<file path="src/rtl/img_flow_sequencer.sv">
// Sequences an image job through rx, optional conv and tx controllers and hands the single SRAM to the active phase.
// Each phase is a start pulse, a bounded wait for busy to rise, then an unbounded wait for busy to fall.
package img_sram_pkg;
    typedef struct packed {
        logic        cs;
        logic        we;
        logic [5:0]  addr;
        logic [3:0]  be;
        logic [31:0] wdat;
    } img_sram_ctrl_t;
endpackage

module img_flow_sequencer
    import img_sram_pkg::*;
#(
    parameter int unsigned ACK_TIMEOUT = 4
) (
    input  logic           clk,
    input  logic           rst,
    input  logic           start,
    input  logic           bypass_conv,
    input  logic [7:0]     nrows_in,
    input  logic [7:0]     ncols_in,
    output logic [7:0]     nrows,
    output logic [7:0]     ncols,
    output logic           rx_en,
    output logic           conv_en,
    output logic           tx_en,
    input  logic           rx_busy,
    input  logic           conv_busy,
    input  logic           tx_busy,
    input  img_sram_ctrl_t rx_sram_ctrl,
    input  img_sram_ctrl_t conv_sram_ctrl,
    input  img_sram_ctrl_t tx_sram_ctrl,
    output img_sram_ctrl_t sram_ctrl,
    output logic [1:0]     phase,
    output logic           busy,
    output logic           done,
    output logic           err
);

    if (ACK_TIMEOUT == 0 || ACK_TIMEOUT > 255) begin : g_bad_timeout
        $error("ACK_TIMEOUT must be in 1..255");
    end

    localparam logic [7:0] ACK_LIM = ACK_TIMEOUT[7:0];

    typedef enum logic [3:0] {
        S_IDLE, S_RX_GO, S_RX_ACK, S_RX_RUN, S_CV_GO, S_CV_ACK, S_CV_RUN,
        S_TX_GO, S_TX_ACK, S_TX_RUN, S_DONE, S_ERROR
    } state_t;

    state_t     state_q, state_d;
    logic [7:0] cnt_q, cnt_d;
    logic [7:0] nrows_q, nrows_d;
    logic [7:0] ncols_q, ncols_d;
    logic       byp_q, byp_d;
    logic       done_q, done_d;

    always_ff @(posedge clk or posedge rst) begin
        if (rst) begin
            state_q <= S_IDLE;
            cnt_q   <= 8'd0;
            nrows_q <= 8'd0;
            ncols_q <= 8'd0;
            byp_q   <= 1'b0;
            done_q  <= 1'b0;
        end else begin
            state_q <= state_d;
            cnt_q   <= cnt_d;
            nrows_q <= nrows_d;
            ncols_q <= ncols_d;
            byp_q   <= byp_d;
            done_q  <= done_d;
        end
    end

    always_comb begin
        state_d   = state_q;
        cnt_d     = cnt_q;
        nrows_d   = nrows_q;
        ncols_d   = ncols_q;
        byp_d     = byp_q;
        rx_en     = 1'b0;
        conv_en   = 1'b0;
        tx_en     = 1'b0;
        phase     = 2'd0;
        busy      = 1'b0;
        sram_ctrl = '0;

        case (state_q)
            S_IDLE, S_DONE, S_ERROR: begin
                if (start) begin
                    nrows_d = nrows_in;
                    ncols_d = ncols_in;
                    byp_d   = bypass_conv;
                    state_d = S_RX_GO;
                end
            end
            S_RX_GO: begin
                cnt_d   = 8'd0;
                state_d = S_RX_ACK;
            end
            S_RX_ACK: begin
                if (rx_busy) begin
                    state_d = S_RX_RUN;
                end else begin
                    cnt_d = cnt_q + 8'd1;
                    if (cnt_d == ACK_LIM) state_d = S_ERROR;
                end
            end
            S_RX_RUN: if (!rx_busy) state_d = byp_q ? S_TX_GO : S_CV_GO;
            S_CV_GO: begin
                cnt_d   = 8'd0;
                state_d = S_CV_ACK;
            end
            S_CV_ACK: begin
                if (conv_busy) begin
                    state_d = S_CV_RUN;
                end else begin
                    cnt_d = cnt_q + 8'd1;
                    if (cnt_d == ACK_LIM) state_d = S_ERROR;
                end
            end
            S_CV_RUN: if (!conv_busy) state_d = S_TX_GO;
            S_TX_GO: begin
                cnt_d   = 8'd0;
                state_d = S_TX_ACK;
            end
            S_TX_ACK: begin
                if (tx_busy) begin
                    state_d = S_TX_RUN;
                end else begin
                    cnt_d = cnt_q + 8'd1;
                    if (cnt_d == ACK_LIM) state_d = S_ERROR;
                end
            end
            S_TX_RUN: if (!tx_busy) state_d = S_DONE;
            default:  state_d = S_IDLE;
        endcase

        // SRAM ownership and phase follow the current state only, so they change only on transitions.
        case (state_q)
            S_RX_GO, S_RX_ACK, S_RX_RUN: begin
                phase     = 2'd1;
                busy      = 1'b1;
                sram_ctrl = rx_sram_ctrl;
                rx_en     = (state_q == S_RX_GO);
            end
            S_CV_GO, S_CV_ACK, S_CV_RUN: begin
                phase     = 2'd2;
                busy      = 1'b1;
                sram_ctrl = conv_sram_ctrl;
                conv_en   = (state_q == S_CV_GO);
            end
            S_TX_GO, S_TX_ACK, S_TX_RUN: begin
                phase     = 2'd3;
                busy      = 1'b1;
                sram_ctrl = tx_sram_ctrl;
                tx_en     = (state_q == S_TX_GO);
            end
            default: ;
        endcase

        done_d = (state_d == S_DONE) && (state_q != S_DONE);
    end

    assign nrows = nrows_q;
    assign ncols = ncols_q;
    assign done  = done_q;
    assign err   = (state_q == S_ERROR);

endmodule

</file>
<file path="config.mk">
export PLATFORM = sky130hd
export DESIGN_NAME = img_flow_sequencer
export DESIGN_NICKNAME = d
export VERILOG_FILES = /design/src/rtl/img_flow_sequencer.sv
export SDC_FILE = /design/constraint.sdc
export NUM_CORES = 1
export LEC_CHECK = 0
export CAP_MARGIN = 20
export CORE_ASPECT_RATIO = 1.5
export CORE_MARGIN = 2
export CORE_UTILIZATION = 32
export CTS_CLUSTER_SIZE = 25
export DETAILED_ROUTE_END_ITERATION = 10
export GPL_TIMING_DRIVEN = 0
export HOLD_SLACK_MARGIN = 0.12
export PLACE_DENSITY = 0.8
export SYNTH_ARGS = -nofsm -noshare
export SYNTH_HDL_FRONTEND = slang
export SYNTH_SLANG_ARGS = --single-unit
</file>
<file path="constraint.sdc">
create_clock -name clk -period 1.95 [get_ports clk]
set_clock_uncertainty 0.05 [all_clocks]
set_input_delay 0.195 -clock clk [delete_from_list [all_inputs] [get_ports clk]]
set_output_delay 0.195 -clock clk [all_outputs]
set_load 0.05 [all_outputs]
</file>
Yosys cells after proc, flatten, opt, wreduce, memory -nomap -nowiden
Index checks and enable logic that the tools add are counted.
Word-level totals
  bits in registers: 30
  input bits: 155
  logic and storage cells: 55
Cells by class
  reductions and logical operators: 11
  mux-type cells: 20
  $add $sub $neg: 1
  eq/ne operators: 17
Operator list (count)
  one-hot mux 44 bit (3 select lines): 1
  one-hot mux 4 bit (10 select lines): 1
  2-to-1 mux 4 bit: 8
  one-hot mux 8 bit (4 select lines): 1
  2-to-1 mux 8 bit: 3
  == test 4 bit, second input constant: 5
  == test 4 x 3 -> 1 bit, second input constant: 4
  OR reduction 3 bit: 5
  OR reduction 9 bit: 1
  adder 8 x 1 -> 8 bit, second input constant: 1
  == test 4 x 2 -> 1 bit, second input constant: 2
  == test 8 x 3 -> 1 bit, second input constant: 1
  inequality test 2 bit, second input constant: 3
  one-hot mux 2 bit (3 select lines): 1
  == test 4 x 1 -> 1 bit, second input constant: 1
  logical NOT 4 bit: 1
  2-to-1 mux 1 bit: 4
  inequality test 4 bit, second input constant: 1
  AND reduction 4 bit: 1
  nonzero test 4 bit: 1
  2-to-1 mux 2 bit: 1
  AND reduction 2 bit: 1
  logical AND 1 bit: 1

Depth between registers and ports, before layout
  depth in word-level cells: 7
  depth in mapped cells: 7
  depth with buffers taken out: 5

Worst setup path after synthesis
Ideal clock, no wire load.
  kind: reg2out
  start point: register state_q[2]
  end point: output port busy
  arrival: 2267 ps
  setup slack: -562 ps
  stages on the path, launching flop included: 5
  path through: dfrtp_1 > nand2b_1 > buf_2 > o21ai_0 > or2_2
Between the ends
  word-level cells in the longest chain between the ends: 3
Ends and longest elaborated chain
  start: declaration: RTL line 53  | state_t state_q, state_d;
  start signal: assignment: RTL line 69  | state_q <= state_d;
  == test 4 x 1 -> 1 bit, or another cell as far along: RTL line 143  | case (state_q)
  OR reduction 9 bit (no source line) (*)
  2-to-1 mux 1 bit (*): RTL line 143
  end: declaration: RTL line 37  | output logic busy,
Mark *: on every way between the ends. The rest lies on a longest branch, timed or not.

==> Flow_metrics.wiki <==
{| class="wikitable"
! Metric !! Value
|-
| Max H-tree Level || 2
|-
| Proportion of layout cells with a drive suffix above 1 || 29.8%
|-
| Wire length of the first global-routing pass || 18.4 mm
|-
| Area growth syn-to-layout || 125%
|-
| Leakage power || 2.52 nW
|-
| RSZ-0062 raised after global routing || true
|-
| Top area cells in the synthesized netlist || dfrtp_1 31%, a222oi_1 18%, inv_1 7.7%
|-
| Yosys warning total || 0
|-
| Data required, critical path || 1.70 ns
|-
| Clock-pin transition on the worst setup and hold timing paths || 0.06 ns
|-
| Number of hold-repair buffers added at the cts stage || 0
|-
| Fillers || 559
|-
| Number of detailed-routing iterations run before antenna repair || 7
|-
| Run status || finished, violations left
|-
| Period Utilization, post-route || 116%
|-
| Achievable Freq || 442 MHz
|-
| Core Box Area || 7510 µm²
|-
| Post-synthesis compound-gate area fraction || 31.3%
|-
| Die area || 8390 µm²
|-
| Total of endpoints with negative setup slack in the final report || 46
|-
| Post-layout min period || 2.26 ns
|-
| Drt drc || 0
|-
| Dominant combinational cell family by area after synthesis || compound AO/OA/AOI/OAI gates
|-
| Pin count of the biggest net entering global routing || 24
|-
| Source-to-sink clock delay at the later pin of the worst-skew pair || 0.28 ns
|-
| Initial antenna violation count || 1
|-
| Highest fanout seen on the critical path || 10
|-
| Number of cells traversed by the worst register-to-register path || 6
|-
| Maximum Capacitance Violations || 0
|-
| Total routed wirelength || 13.7 mm
|-
| Share of flip-flops with an asynchronous set or reset || 100%
|-
| Share of synthesized area occupied by flip-flops and latches || 30.6%
|-
| Number of nets at the end of the flow || 688
|-
| Register bit total from synthesis || 30
|-
| Final-report hold violation count || 0
|-
| Critical path launch point type || flip-flop
|-
| Placed wire-length estimate || 9.93 mm
|-
| Antenna diode count || 0
|-
| Starting density of the core || 32.6%
|-
| Count of antenna-violating nets left after detailed routing || 0
|-
| WS Path Type || flip-flop to output pin
|-
| Routed length per instance || 21.6 µm
|-
| Max-slew headroom || 61.9%
|-
| Iter 0 DRT Violations || 384
|-
| Clk root buf || clkbuf_16
|-
| Post-synthesis cell type with the largest combined area || dfrtp_1
|-
| Total power per unit cell area || 2090 nW/µm²
|-
| Synth Area in Simple Gates || 13.4%
|-
| Post-synthesis mux area share || 10.2%
|-
| Io pins || 223
|-
| Y dimension of the die || 111 µm
|-
| Number of cell rows || 39
|-
| Critical Path End Type || output pin
|-
| Total via count after detailed routing || 3,594
|-
| Most frequent cells in the layout || 171 x clkdlybuf4s50_1, 50 x inv_1, 47 x buf_6, 44 x a222oi_1, 40 x buf_4
|-
| Detail-routed via count per cell || 5.66
|-
| Prevailing post-synth register cell || dfrtp_1
|-
| Worst min path class || input port to asynchronous set/reset pin
|-
| Final Slew Violations || 0
|-
| Most common library cell in the layout ignoring fill and taps || clkdlybuf4s50_1
|-
| Synthesized netlist net count || 423
|-
| Violations in the final reports || negative setup slack
|-
| Worst slew pin tran || 0.571 ns
|-
| Post-Place Worst Slack || -0.914 ns
|-
| Start point of the critical path || state_q[1]
|-
| CTS tree || done
|-
| Unique cell type count in the Yosys netlist || 49
|-
| Gate count of the mapped netlist || 267
|-
| Post-synthesis instance area || 2450 µm²
|-
| Worst Slack Setup Final || -0.313 ns
|-
| TritonCTS Buffers || 5
|-
| Final setup TNS || -10.09 ns
|-
| IO buf count || 222
|-
| X dimension of the die || 75.5 µm
|-
| Clock buffer depth || 2
|-
| Number of enable-type register cells in the synthesized netlist || 0
|-
| Reg2reg start || state_q[2]
|-
| Avg Cell Area, Syn || 9.18 µm²
|-
| Number of clock sinks seen by CTS || 30
|-
| RD Place Congestion || 0.954
|-
| Post-Synth XOR/XNOR Area || 0%
|-
| Total congestion overflow after global routing || 0
|-
| Adder-cell share of the synthesized area || 0.510%
|-
| Global routing usage summed across all routing layers || 29.4%
|-
| Number of global-route vias before repair || 3,423
|-
| Post-synth top area share || 30.6%
|-
| Data arrival time of the worst path || 2.02 ns
|-
| Maximum vdd drop || 0.00138 V
|}
-- path summary, 6_finish.rpt --
path | to | slack (ns)
worst max-delay path | sram_ctrl[36] | -0.31
worst min-delay path | nrows[5] | 0.12
worst max register to register | cnt_q[7] | 0.04
worst min register to register | nrows[4] | 0.46
max in group asynchronous | state_q[1] | 1.26
min in group clk | nrows[4] | 0.46
-- cell type report --
cell class                      instances  area, µm²  share of cell area, %
Clock inverter                          1       5.00                 0.0907
Multi-Input combinational cell        163       1460                   26.4
Buffer                                 23        229                   4.15
Tap cell                              102        128                   2.31
Timing Repair Buffer                  259       2620                   47.4
Inverter                               50        188                   3.40
Clock buffer                            7        143                   2.59
Sequential cell                        30        754                   13.7
-- stage by stage --
stage	std cells	cell area, µm²	power (mW)	hold slack [ns]	utilization [%]
2_1_floorplan	267	2460	6.56	0.218	-
3_3_place_gp	591	4810	9.18	0.416	64.0
3_5_place_dp	592	4830	9.25	0.425	64.3
4_1_cts	621	5300	10.9	0.128	70.5
5_1_grt	635	5520	11.9	0.182	73.4
6_report	635	5520	11.5	0.119	73.4
-- sequential cells by signal, indices dropped and copies added, names as in the netlist --
name	flops
byp_q	1
cnt_q	8
done	1
ncols	8
nrows	8
state_q	4
-- synthesized netlist by cell type (5+ instances only) --
library cell,number
a31oi_1,11
nor2_1,8
mux2_4,10
a222oi_1,44
o21ai_0,7
mux2_2,7
dfrtp_1,30
a21oi_1,6
buf_4,6
inv_1,50
clkbuf_1,5
buf_2,10
nand2_1,10
nand2b_1,5
nor3_1,6
-- timing repair --
action	CTS	global route
pin swaps	17	15
gates cloned	1	3
gates resized for setup	366	22
setup buffers	20	15
endpoints found under the setup margin	51	69
-- worst max-delay path: stages, from the launching register on --
cell      delay, ns
dfrtp_2        0.42
buf_12         0.14
nor2_4         0.14
nor3_4         0.06
buf_12         0.14
buf_8          0.13
a222oi_1       0.36
inv_1          0.16
buf_6          0.18
-- power by group --
group / internal (mW) / switching [mW] / total, mW
clock: 0.506 / 0.294 / 0.801
sequential: 0.912 / 0.229 / 1.14
combinational: 3.82 / 5.75 / 9.57
-- cells by family after synthesis --
kind of cell | Yosys count
compound gates | 88
mux | 19
buf+inv | 75
simple gates | 54
flops | 30
fa+ha+maj | 1
-- per-layer routing --
layer | track usage, % | vias to the layer above | routed length, µm | share of wire [%]
met5 | 0 | - | 0 | 0
met4 | 7.49 | 0 | 318 | 2.3
met3 | 13.2 | 30 | 2300 | 17
met2 | 46.9 | 299 | 6090 | 44
met1 | 35.4 | 1691 | 5020 | 37
li1 | - | 1574 | - | -
No activity file was read; power rests on OpenSTA's default activity.
